--- config.mk ---
export PLATFORM = sky130hd
export DESIGN_NAME = clock_mode_controller
export DESIGN_NICKNAME = d
export VERILOG_FILES = /design/src/rtl/clock_mode_controller.sv
export SDC_FILE = /design/constraint.sdc
export NUM_CORES = 1
export LEC_CHECK = 0
export CAP_MARGIN = 20
export CORE_MARGIN = 5
export CORE_UTILIZATION = 55
export CTS_CLUSTER_DIAMETER = 120
export DETAILED_ROUTE_END_ITERATION = 12
export PLACE_DENSITY = 0.78
export SYNTH_ARGS = -nofsm -noshare
export SYNTH_HDL_FRONTEND = slang
export SYNTH_SLANG_ARGS = --single-unit
--- constraint.sdc ---
create_clock -name CLK -period 5.15 [get_ports CLK]
set_clock_uncertainty 0.2 [all_clocks]
set_input_delay 1.03 -clock CLK [delete_from_list [all_inputs] [get_ports CLK]]
set_output_delay 1.03 -clock CLK [all_outputs]
set_load 0.005 [all_outputs]
--- src/rtl/clock_mode_controller.sv ---
// clock_mode_controller
//   Front-panel sequencer for the digital clock. Conditions the three raw
//   buttons (2-FF sync, debounce, press detect), runs the mode FSM
//   NORMAL -> TIMESET -> ALARMSET -> STOPWATCH and drives the strobes for the
//   time, alarm and stopwatch datapaths.
// Ports:
//   CLK            system clock, rising edge
//   RST            asynchronous active-low reset
//   SW_MODE/SEL/INC raw active-high buttons (asynchronous)
//   TIMESET_RUN, ALARMSET_RUN, STOPWATCH_RUN  one-hot mode flags (none = NORMAL)
//   FIELD          edited field (2=hour, 1=min, 0=sec)
//   TS_INC, AL_INC one-cycle increment strobes, bit index = FIELD
//   SWATCH_EN      stopwatch counting enable (level)
//   SWATCH_CLR     one-cycle stopwatch clear strobe
//   BLINK          blink for the edited field
module clock_mode_controller #(
  parameter int unsigned DEB_CYCLES = 4,
  parameter int unsigned RPT_DELAY  = 8,
  parameter int unsigned RPT_PERIOD = 4,
  parameter int unsigned TIMEOUT    = 64,
  parameter int unsigned BLINK_HALF = 8
) (
  input  logic       CLK,
  input  logic       RST,
  input  logic       SW_MODE,
  input  logic       SW_SEL,
  input  logic       SW_INC,
  output logic       TIMESET_RUN,
  output logic       ALARMSET_RUN,
  output logic       STOPWATCH_RUN,
  output logic [1:0] FIELD,
  output logic [2:0] TS_INC,
  output logic [2:0] AL_INC,
  output logic       SWATCH_EN,
  output logic       SWATCH_CLR,
  output logic       BLINK
);

  typedef enum logic [1:0] {NORMAL, TIMESET, ALARMSET, STOPWATCH} mode_e;

  localparam int unsigned DW   = $clog2(DEB_CYCLES + 1);
  localparam int unsigned IW   = $clog2(TIMEOUT + 1);
  localparam int unsigned BW   = $clog2(BLINK_HALF + 1);
  localparam int unsigned RMAX = (RPT_DELAY > RPT_PERIOD) ? RPT_DELAY : RPT_PERIOD;
  localparam int unsigned RW   = $clog2(RMAX + 1);

  // Button index: 0 = MODE, 1 = SEL, 2 = INC
  logic [2:0]    sync1_q, sync2_q, lvl_q;
  logic [DW-1:0] deb_cnt_q [3];
  logic [2:0]    flip, rise;

  mode_e         mode_q, mode_d;
  logic [IW-1:0] idle_q;
  logic [BW-1:0] blink_cnt_q;
  logic [RW-1:0] rpt_cnt_q;
  logic          rpt_en_q, rpt_per_q;

  logic set_mode, set_next, rpt_fire, timeout;
  logic ev_mode, ev_sel, ev_inc, any_ev, blink_force;

  // The level flips on the edge that would register the DEB_CYCLES-th
  // differing sample; rise is presented combinationally so the mode logic
  // reacts on that same edge (raw edge -> strobe in DEB_CYCLES+2 edges).
  always_comb begin
    for (int unsigned b = 0; b < 3; b++) begin
      flip[b] = (sync2_q[b] != lvl_q[b]) && (deb_cnt_q[b] == DW'(DEB_CYCLES - 1));
      rise[b] = flip[b] & sync2_q[b];
    end
  end

  always_ff @(posedge CLK or negedge RST) begin
    if (!RST) begin
      sync1_q <= '0;
      sync2_q <= '0;
      lvl_q   <= '0;
      for (int unsigned b = 0; b < 3; b++) deb_cnt_q[b] <= '0;
    end else begin
      sync1_q <= {SW_INC, SW_SEL, SW_MODE};
      sync2_q <= sync1_q;
      for (int unsigned b = 0; b < 3; b++) begin
        if (sync2_q[b] == lvl_q[b]) begin
          deb_cnt_q[b] <= '0;
        end else if (flip[b]) begin
          lvl_q[b]     <= sync2_q[b];
          deb_cnt_q[b] <= '0;
        end else begin
          deb_cnt_q[b] <= deb_cnt_q[b] + DW'(1);
        end
      end
    end
  end

  always_comb begin
    set_mode = (mode_q == TIMESET) || (mode_q == ALARMSET);
    rpt_fire = rpt_en_q && lvl_q[2] && set_mode &&
               (rpt_cnt_q == (rpt_per_q ? RW'(RPT_PERIOD - 1) : RW'(RPT_DELAY - 1)));
    timeout  = set_mode && (idle_q == IW'(TIMEOUT));
    // Priority: timeout > MODE > SEL > INC (press or repeat)
    ev_mode  = !timeout && rise[0];
    ev_sel   = !timeout && !rise[0] && rise[1];
    ev_inc   = !timeout && !rise[0] && !rise[1] && (rise[2] || rpt_fire);
    any_ev   = (|rise) || rpt_fire;

    mode_d = mode_q;
    if (timeout) begin
      mode_d = NORMAL;
    end else if (ev_mode) begin
      case (mode_q)
        NORMAL:   mode_d = TIMESET;
        TIMESET:  mode_d = ALARMSET;
        ALARMSET: mode_d = STOPWATCH;
        default:  mode_d = NORMAL;
      endcase
    end
    set_next    = (mode_d == TIMESET) || (mode_d == ALARMSET);
    blink_force = (ev_mode && set_next) || (set_mode && (ev_sel || ev_inc));
  end

  always_ff @(posedge CLK or negedge RST) begin
    if (!RST) begin
      mode_q        <= NORMAL;
      TIMESET_RUN   <= 1'b0;
      ALARMSET_RUN  <= 1'b0;
      STOPWATCH_RUN <= 1'b0;
      FIELD         <= 2'd2;
      TS_INC        <= '0;
      AL_INC        <= '0;
      SWATCH_EN     <= 1'b0;
      SWATCH_CLR    <= 1'b0;
      BLINK         <= 1'b0;
      idle_q        <= '0;
      blink_cnt_q   <= '0;
      rpt_cnt_q     <= '0;
      rpt_en_q      <= 1'b0;
      rpt_per_q     <= 1'b0;
    end else begin
      mode_q        <= mode_d;
      TIMESET_RUN   <= (mode_d == TIMESET);
      ALARMSET_RUN  <= (mode_d == ALARMSET);
      STOPWATCH_RUN <= (mode_d == STOPWATCH);
      TS_INC        <= '0;
      AL_INC        <= '0;
      SWATCH_CLR    <= 1'b0;

      if (any_ev || timeout || !set_mode) idle_q <= '0;
      else                                idle_q <= idle_q + IW'(1);

      if (ev_mode) begin
        if (set_next) FIELD <= 2'd2;
      end else if (ev_sel) begin
        case (mode_q)
          TIMESET:   FIELD     <= (FIELD == 2'd0) ? 2'd2 : FIELD - 2'd1;
          ALARMSET:  FIELD     <= (FIELD == 2'd2) ? 2'd1 : 2'd2;
          STOPWATCH: SWATCH_EN <= !SWATCH_EN;
          default:   ;
        endcase
      end else if (ev_inc) begin
        case (mode_q)
          TIMESET:   TS_INC     <= 3'b001 << FIELD;
          ALARMSET:  AL_INC     <= 3'b001 << FIELD;
          STOPWATCH: SWATCH_CLR <= !SWATCH_EN;
          default:   ;
        endcase
      end

      if (!set_next) begin
        BLINK       <= 1'b0;
        blink_cnt_q <= '0;
      end else if (blink_force) begin
        BLINK       <= 1'b1;
        blink_cnt_q <= '0;
      end else if (blink_cnt_q == BW'(BLINK_HALF - 1)) begin
        BLINK       <= !BLINK;
        blink_cnt_q <= '0;
      end else begin
        blink_cnt_q <= blink_cnt_q + BW'(1);
      end

      // Repeat is armed only by an accepted INC press; a held button never
      // re-arms after a mode change because that needs a fresh rising edge.
      if (timeout || ev_mode) begin
        rpt_en_q <= 1'b0;
      end else if (ev_inc && rise[2] && set_mode) begin
        rpt_en_q  <= 1'b1;
        rpt_per_q <= 1'b0;
        rpt_cnt_q <= '0;
      end else if (!lvl_q[2]) begin
        rpt_en_q <= 1'b0;
      end else if (rpt_fire) begin
        rpt_per_q <= 1'b1;
        rpt_cnt_q <= '0;
      end else if (rpt_en_q) begin
        rpt_cnt_q <= rpt_cnt_q + RW'(1);
      end
    end
  end

endmodule
==> metrics.csv, run 1 <==
metric;value;unit
outcome;finished, final reports clean;
max_cap_viol_count;0;
gp_congestion;0.8145;
firstDrtPassIters;4;
syn_avg_cell_area;12.16;µm²
post_drt_wl_per_cell;15.49;µm
synthArstFlopShare;1.000;
io_pins;19;
syn2layout_area_growth;14.35;%
syn-cell-area;0.002371;mm²
yosys_most_used_dff;dfrtp_1;
remaining_drc_errors;0;
crit_fanout;9;
cp.required;5.15;ns
startpoint_type;flip-flop;
grt_pass1_vias;1648;
worst_slew_pin_slew;0.5402;ns
via_count;1555;
drt-total-wl;4181;µm
syn-num-nets;218;
power.leakage;1.313;nW
seq_area_frac_synth;0.5388;
die_y;75.66;µm
finalSetupViolations;0;
clockBufferDepth;2;
grt_max_degree;52;
slew_headroom;0.6398;
rr_startpoint;mode_q[0];
antenna_cells;0;
grt.total_usage;0.1679;
worst-path-buf-inv;2;
yosys_warnings;0;
netlist.area_leader.share;0.5277;
netlist_instances;195;
place_area;0.002600;mm²
cts_hold_buf;0;
final_layout_size_suffix_gt1_frac;0.1136;
final-hold-violation-count;0;
ys_types;50;
rsz0062_at_grt;false;
final_cell_area;0.002711;mm²
clk_pin_slew;0.09;ns
viasPerCell;5.759;
power_density;420.2;mW/mm²
yosys.area.top_type;dfrtp_1;
drt-initial-drc-count;91;
grt_antenna_before_repair;0;
port_buffers;18;
dieArea;0.005724;mm²
grt.overflow.total;0;
min_from;sync1_q[2];
cp-end-kind;flip-flop;
finalCriticalPeriod;2.934;ns
worstPathCellList;inv_1, ha_1, nor3b_2, and2_1, a21o_1, inv_1, ha_1, a21o_2, a22o_1;
post_cts_buffers;0;
clock-sinks;51;
coreArea;0.004086;mm²
num-nets-final;242;
synth.area.top_cells;dfrtp_1 (53%), ha_1 (9.5%), and3_1 (2.4%);
dieWidth;75.66;µm
final_max_slew_viol_count;0;
initial_utilization;0.5802;
ir_drop;0.1503;mV
min_path_type;flip-flop to flip-flop;
numCtsBuffers;5;
yosysMostFrequentCell;dfrtp_1;
startpoint;mode_q[0];
fin_crit_sh;0.5697;
path_class;flip-flop to flip-flop;
cts_tree;yes;
fmax;0.3408;GHz
dp_hpwl;3080;µm
antenna_left;0;
clock_latency;0.30;ns
clockRootBuffer;clkbuf_8;
setup-tns-final;0;ns
post_cts_resized;0;
cts-htree-levels;2;
critPathSlowestCell;dfrtp_1;
cp_top_family;adder cells;
synth_edf_count;0;
critPathMaxStageDelay;0.44;ns
arrival;2.93;ns
synth_commonest_cells;dfrtp_1 (50), ha_1 (18), nor2_1 (14);
rows;23;
ys_ff_latch;51;
grt_pass1_wl;7169;µm
-- sequential cells by signal (all words and copies together) (netlist names), 2 cells and up --
name         count
lvl_q            3
AL_INC           3
sync1_q          3
deb_cnt_q        9
rpt_cnt_q        4
TS_INC           3
FIELD            2
mode_q           2
sync2_q          3
idle_q           7
blink_cnt_q      4
-- power by group --
part,internal (mW),switching (mW)
logic,0.174,0.190
clock network,0.109,0.124
registers,0.479,0.0651
-- cells by family (layout without fill, tap and decap cells) --
group,count (synthesis),in the layout,synth area share
xor+xnor,12,12,0.04433
buf+inv,11,36,0.01794
flops,51,51,0.5388
fa+ha+maj,18,18,0.09499
compound gates,25,25,0.07599
mux,5,5,0.02269
simple gates,73,73,0.2053
-- cell type report --
type / instances / area, µm²
clock buffer: 7 / 86.33
clock inverter: 1 / 5.005
fill: 308 / 1375
inverter: 9 / 33.78
multi-input combinational: 133 / 1051
sequential: 51 / 1277
tap: 50 / 62.56
timing repair buffer: 19 / 195.2
-- through the flow --
step                      hold WS [ns]  power (mW)  setup WS, ns  cells  utilization
final                           0.1564       1.139         2.216    270       0.6635
after global routing            0.1588       1.219         2.041    270       0.6635
after CTS                       0.1581       1.150         2.245    269       0.6586
after detailed placement        0.1389      0.9170         2.271    261       0.6363
after global placement          0.1326      0.8784         2.416    261       0.6363
after floorplan                 0.1312      0.7885         2.514    195            -
-- metal layers --
| metal | up-vias | wire [µm] | GRT usage |
|---|---|---|---|
| met4 | 0 | 123 | 0.08932 |
| met3 | 12 | 198 | 0.03826 |
| li1 | 736 | - | - |
| met2 | 38 | 2159 | 0.2963 |
| met5 | - | 0 | 0 |
| met1 | 769 | 1701 | 0.1874 |
-- final timing paths --
check	cells past startpoint	to	slack, ns
setup / recovery	9	FIELD[0]	2.22
hold / removal	0	sync2_q[2]	0.16
setup reg to reg	9	FIELD[0]	2.22
hold reg to reg	0	sync2_q[2]	0.16
max in group asynchronous	2	FIELD[1]	3.65
min in group asynchronous	1	AL_INC[1]	0.50
-- layout by cell type (no fill, tap or decap), types with 6 or more instances in the layout --
cell,n
dfrtp_1,50
clkdlybuf4s50_1,17
xnor2_1,6
nand3_1,8
nor2_1,14
xor2_1,6
and3_1,9
inv_1,9
ha_1,18
clkbuf_8,6
nor3_1,6
a21oi_1,6
Note: power is estimated with default switching activity, not from simulation.
==> inputs of run 2 (changes only) <==
--- a/config.mk
+++ b/config.mk
@@ -7,10 +7,10 @@
 export LEC_CHECK = 0
 export CAP_MARGIN = 20
 export CORE_MARGIN = 5
-export CORE_UTILIZATION = 55
+export CORE_UTILIZATION = 52
 export CTS_CLUSTER_DIAMETER = 120
 export DETAILED_ROUTE_END_ITERATION = 12
-export PLACE_DENSITY = 0.78
+export PLACE_DENSITY = 0.77
 export SYNTH_ARGS = -nofsm -noshare
 export SYNTH_HDL_FRONTEND = slang
 export SYNTH_SLANG_ARGS = --single-unit
==> constraint.sdc (replaced) <==
create_clock -name CLK -period 2.6 [get_ports CLK]
set_clock_uncertainty 0.2 [all_clocks]
set_input_delay 0.52 -clock CLK [delete_from_list [all_inputs] [get_ports CLK]]
set_output_delay 0.52 -clock CLK [all_outputs]
set_load 0.005 [all_outputs]
==> run 2 against run 1 <==
Net effect: via count shrank 3.0%; design area grew 2.1%; global-route usage shrank 1.8 points; largest power group unchanged; highest routed layer unchanged.
==> metrics.csv, run 2 (same netlist as run 1, synthesis figures left out) <==
metric;value;unit
outcome;finished, final reports clean;
min_path_type;input port to async pin;
dieWidth;77.53;µm
startpoint_type;flip-flop;
drt-total-wl;3932;µm
max_cap_viol_count;0;
dieArea;0.006010;mm²
grt.total_usage;0.1495;
antenna_left;0;
grt_antenna_before_repair;0;
place_area;0.002665;mm²
clock-sinks;51;
initial_utilization;0.5408;
grt_pass1_wl;7258;µm
setup-tns-final;0;ns
antenna_cells;0;
power.leakage;1.332;nW
viasPerCell;5.467;
dp_hpwl;2981;µm
numCtsBuffers;5;
via_count;1509;
final_layout_size_suffix_gt1_frac;0.1429;
setup_ws;0.1577;ns
final_max_slew_viol_count;0;
final-hold-violation-count;0;
clock_latency;0.30;ns
finalSetupViolations;0;
final_common_cell;dfrtp_1;
slew_headroom;0.6186;
grt_max_degree;27;
cts_hold_buf;0;
crit_fanout;8;
remaining_drc_errors;0;
port_buffers;18;
arrival;2.44;ns
grt.overflow.total;0;
rsz0062_at_grt;false;
post_cts_resized;0;
cts-htree-levels;2;
final_cell_area;0.002768;mm²
cp.required;2.60;ns
die_y;77.53;µm
num-fill-cells;339;
syn2layout_area_growth;16.73;%
fmax;0.4095;GHz
top_register;deb_cnt_q;
path_class;flip-flop to flip-flop;
ir_drop;0.4131;mV
finalCriticalPeriod;2.442;ns
gp_congestion;0.7553;
coreArea;0.004384;mm²
firstDrtPassIters;7;
pre_cts_ws;0.1044;ns
largest_reg_flops;9;
num-nets-final;246;
cts_tree;yes;
stdcell_count;276;
cp-end-kind;flip-flop;
clk_pin_slew;0.09;ns
post_cts_buffers;0;
power_density;829.5;mW/mm²
drt-initial-drc-count;49;
rows;24;
grt_pass1_vias;1605;
dp.cells;268;
post_drt_wl_per_cell;14.25;µm
worst_slew_pin_slew;0.5722;ns
io_pins;19;
fin_crit_sh;0.9393;
top_regs;deb_cnt_q (9), idle_q (7);
mostFrequentLayoutCells;dfrtp_1 (50), clkdlybuf4s50_1 (17), ha_1 (16), nor2_1 (14);
clockBufferDepth;2;
whs;0.003053;ns
clockRootBuffer;clkbuf_8;
==> run 2: worst max-delay path, stage by stage (launching register included) <==
cell and delay [ns]:
dfrtp_1 0.38, inv_1 0.12, ha_4 0.24, nor3b_4 0.16, and2_4 0.17, or2_2 0.30, ha_1 0.37, a21o_2 0.23
a22o_1 0.17
==> run 2: layout make-up <==
| type | count | area (µm²) | area share |
|---|---|---|---|
| flip-flops and latches | 51 | 1277 | 0.4616 |
| multi-input cells | 133 | 1075 | 0.3883 |
| repair buffers | 23 | 225.2 | 0.08137 |
| clock buffers | 7 | 86.33 | 0.03119 |
| well taps | 52 | 65.06 | 0.02351 |
| inverters | 9 | 33.78 | 0.01221 |
| clock inverters | 1 | 5.005 | 0.001808 |
==> run 2: per-layer routing <==
metal,GRT usage,wire length (µm)
met1,0.1781,1776
met5,0,0
met4,0.06186,82
met3,0.04167,173
met2,0.2542,1899
==> run 2: metrics by stage <==
step                power, mW  utilization
floorplan               1.582            -
global placement        1.809       0.6079
detailed placement      1.855       0.6079
CTS                     2.316       0.6287
global route            2.483       0.6313
finish                  2.296       0.6313
==> run 2: where the power goes <==
group,total (mW),internal [mW],switching [mW],leakage (nW)
Clock,0.455,0.215,0.240,0.0482
Combinational,0.784,0.390,0.395,0.610
Sequential,1.06,0.948,0.109,0.675
Total,2.30,1.55,0.744,1.33
==> run 2: final timing paths <==
path                       startpoint            to  slack [ns]  depth (start not counted)
hold reg to reg            sync1_q[1]    sync2_q[1]        0.15                          0
setup reg to reg            mode_q[0]      FIELD[0]        0.16                          8
setup / recovery            mode_q[0]      FIELD[0]        0.16                          8
hold / removal                    RST  deb_cnt_q[5]       0.003                          1
min in group CLK           sync1_q[1]    sync2_q[1]        0.15                          0
max in group asynchronous         RST  rpt_cnt_q[1]        1.66                          2
==> inputs of run 3 (changes only) <==
--- a/config.mk
+++ b/config.mk
@@ -7,10 +7,11 @@
 export LEC_CHECK = 0
 export CAP_MARGIN = 20
 export CORE_MARGIN = 5
-export CORE_UTILIZATION = 52
+export CORE_UTILIZATION = 55
 export CTS_CLUSTER_DIAMETER = 120
 export DETAILED_ROUTE_END_ITERATION = 12
-export PLACE_DENSITY = 0.77
+export DONT_BUFFER_PORTS = 1
+export PLACE_DENSITY = 0.73
 export SYNTH_ARGS = -nofsm -noshare
 export SYNTH_HDL_FRONTEND = slang
 export SYNTH_SLANG_ARGS = --single-unit
==> run 3 against run 2 <==
Net effect: register-to-register slack hardly changed; critical endpoint is now FIELD[1]; routed wire length is 1.1% higher; design area is 5.7% lower.
==> metrics.csv, run 3 (same netlist as run 1, synthesis figures left out) <==
metric;value;unit
outcome;finished, final reports clean;
post_drt_wl_per_cell;15.41;µm
startpoint_type;flip-flop;
final_common_cell;dfrtp_1;
syn2layout_area_growth;10.03;%
clock_latency;0.30;ns
drt-initial-drc-count;62;
arrival;2.47;ns
remaining_drc_errors;0;
numCtsBuffers;5;
dieWidth;75.66;µm
clockRootBuffer;clkbuf_8;
grt_max_degree;52;
finalSetupViolations;0;
hold_depth;0;
die_y;75.66;µm
viasPerCell;5.682;
num-fill-cells;317;
top_regs;deb_cnt_q (9), idle_q (7);
fmax;0.4071;GHz
grt.total_usage;0.1601;
grt_pass1_wl;6948;µm
worst_slew_pin_slew;0.4840;ns
grt_antenna_before_repair;0;
crit_fanout;8;
post_cts_buffers;0;
grt.overflow.total;0;
port_buffers;0;
fin_crit_sh;0.9447;
clock-sinks;51;
io_pins;19;
gp_congestion;0.8547;
cts-htree-levels;2;
num-nets-final;230;
utilization;0.6384;
antenna_left;0;
rows;23;
dp.cells;248;
largest_reg_flops;9;
top_register;deb_cnt_q;
mostFrequentLayoutCells;dfrtp_1 (50), ha_1 (16), nor2_1 (14), inv_1 (9), and3_1 (9);
min_path_type;input port to flip-flop;
dp_hpwl;2907;µm
worst-path-buf-inv;1;
firstDrtPassIters;4;
stdcell_count;258;
clockBufferDepth;2;
setup-tns-final;0;ns
final-hold-violation-count;0;
cp_top_family;simple AND/OR/NAND/NOR gates;
ir_drop;0.4764;mV
final_max_slew_viol_count;0;
slew_headroom;0.6729;
initial_utilization;0.5802;
setup_ws;0.1439;ns
path_class;flip-flop to flip-flop;
power_density;850.3;mW/mm²
finalCriticalPeriod;2.456;ns
coreArea;0.004086;mm²
max_cap_viol_count;0;
pre_cts_ws;0.1137;ns
drt-total-wl;3976;µm
final_layout_size_suffix_gt1_frac;0.1538;
via_count;1466;
dieArea;0.005724;mm²
cp-end-kind;flip-flop;
antenna_cells;0;
worstPathCellList;inv_1, ha_4, nor3b_4, and2_4, or2_2, ha_1, a21o_2, a22oi_1;
cts_tree;yes;
power.total;2.218;mW
cp.required;2.62;ns
critPathSlowestCell;dfrtp_1;
clk_pin_slew;0.09;ns
critPathMaxStageDelay;0.38;ns
r2r.worst_path.cells;8;
power.leakage;1.274;nW
cp_num_cells;8;
rsz0062_at_grt;false;
grt_pass1_vias;1524;
## run 3: cell types whose count changed in the layout (fill, tap and decap cells not counted)
cell / change
dlygate4sd3_1: +1
clkinvlp_4: +1
clkbuf_8: -1
buf_4: +1
buf_12: -1
clkdlybuf4s50_1: -17
buf_16: +1
buf_2: -1
## run 3: final timing paths
kind,from,to,slack (ns)
max,mode_q[0],FIELD[1],0.14
min,SW_MODE,sync1_q[0],0.04
max reg2reg,mode_q[0],FIELD[1],0.14
min reg2reg,sync1_q[1],sync2_q[1],0.16
max in group asynchronous,RST,FIELD[1],1.42
min in group asynchronous,RST,AL_INC[1],0.52
## run 3: cell type report
type                            instances  area (µm²)  area share
Clock buffer                            6       72.57     0.02782
Sequential cell                        51        1277      0.4897
Clock inverter                          2       12.51    0.004796
Timing Repair Buffer                    7       75.07     0.02878
Multi-Input combinational cell        133        1075      0.4120
Inverter                                9       33.78     0.01295
Tap cell                               50       62.56     0.02398
## run 3: per-stage QoR
step	hold slack (ns)	area (µm²)
global route	0.02747	2609
detailed placement	0.02561	2475
floorplan	0.02441	2384
finish	0.04461	2609
global placement	0.02560	2475
CTS	0.03446	2597
## run 3: repair_timing
action / 4_1_cts / 5_1_grt
hold endpoints to repair: 51 / 0
hold buffers: 2 / 0
resized for setup: 0 / 3
setup endpoints to repair: 0 / 3
## run 3: worst register-to-register path: stages, from the launching register on
cell,delay [ns]
dfrtp_1,0.38
inv_1,0.12
ha_4,0.24
nor3b_4,0.17
and2_4,0.18
or2_2,0.30
ha_1,0.37
a21o_2,0.22
a22oi_1,0.20
## run 3: where the power goes
| group | total (mW) | internal [mW] | leakage [nW] | switching [mW] |
|---|---|---|---|---|
| Combinational | 0.720 | 0.333 | 0.558 | 0.387 |
| Clock | 0.431 | 0.188 | 0.0412 | 0.243 |
| Sequential | 1.07 | 0.948 | 0.675 | 0.118 |
| Total | 2.22 | 1.47 | 1.27 | 0.748 |
## run 3: per-layer routing
layer,routed length (µm),GRT usage
met1,1728,0.2025
met2,2042,0.2742
met3,153,0.03694
met4,52,0.04660
met5,0,0
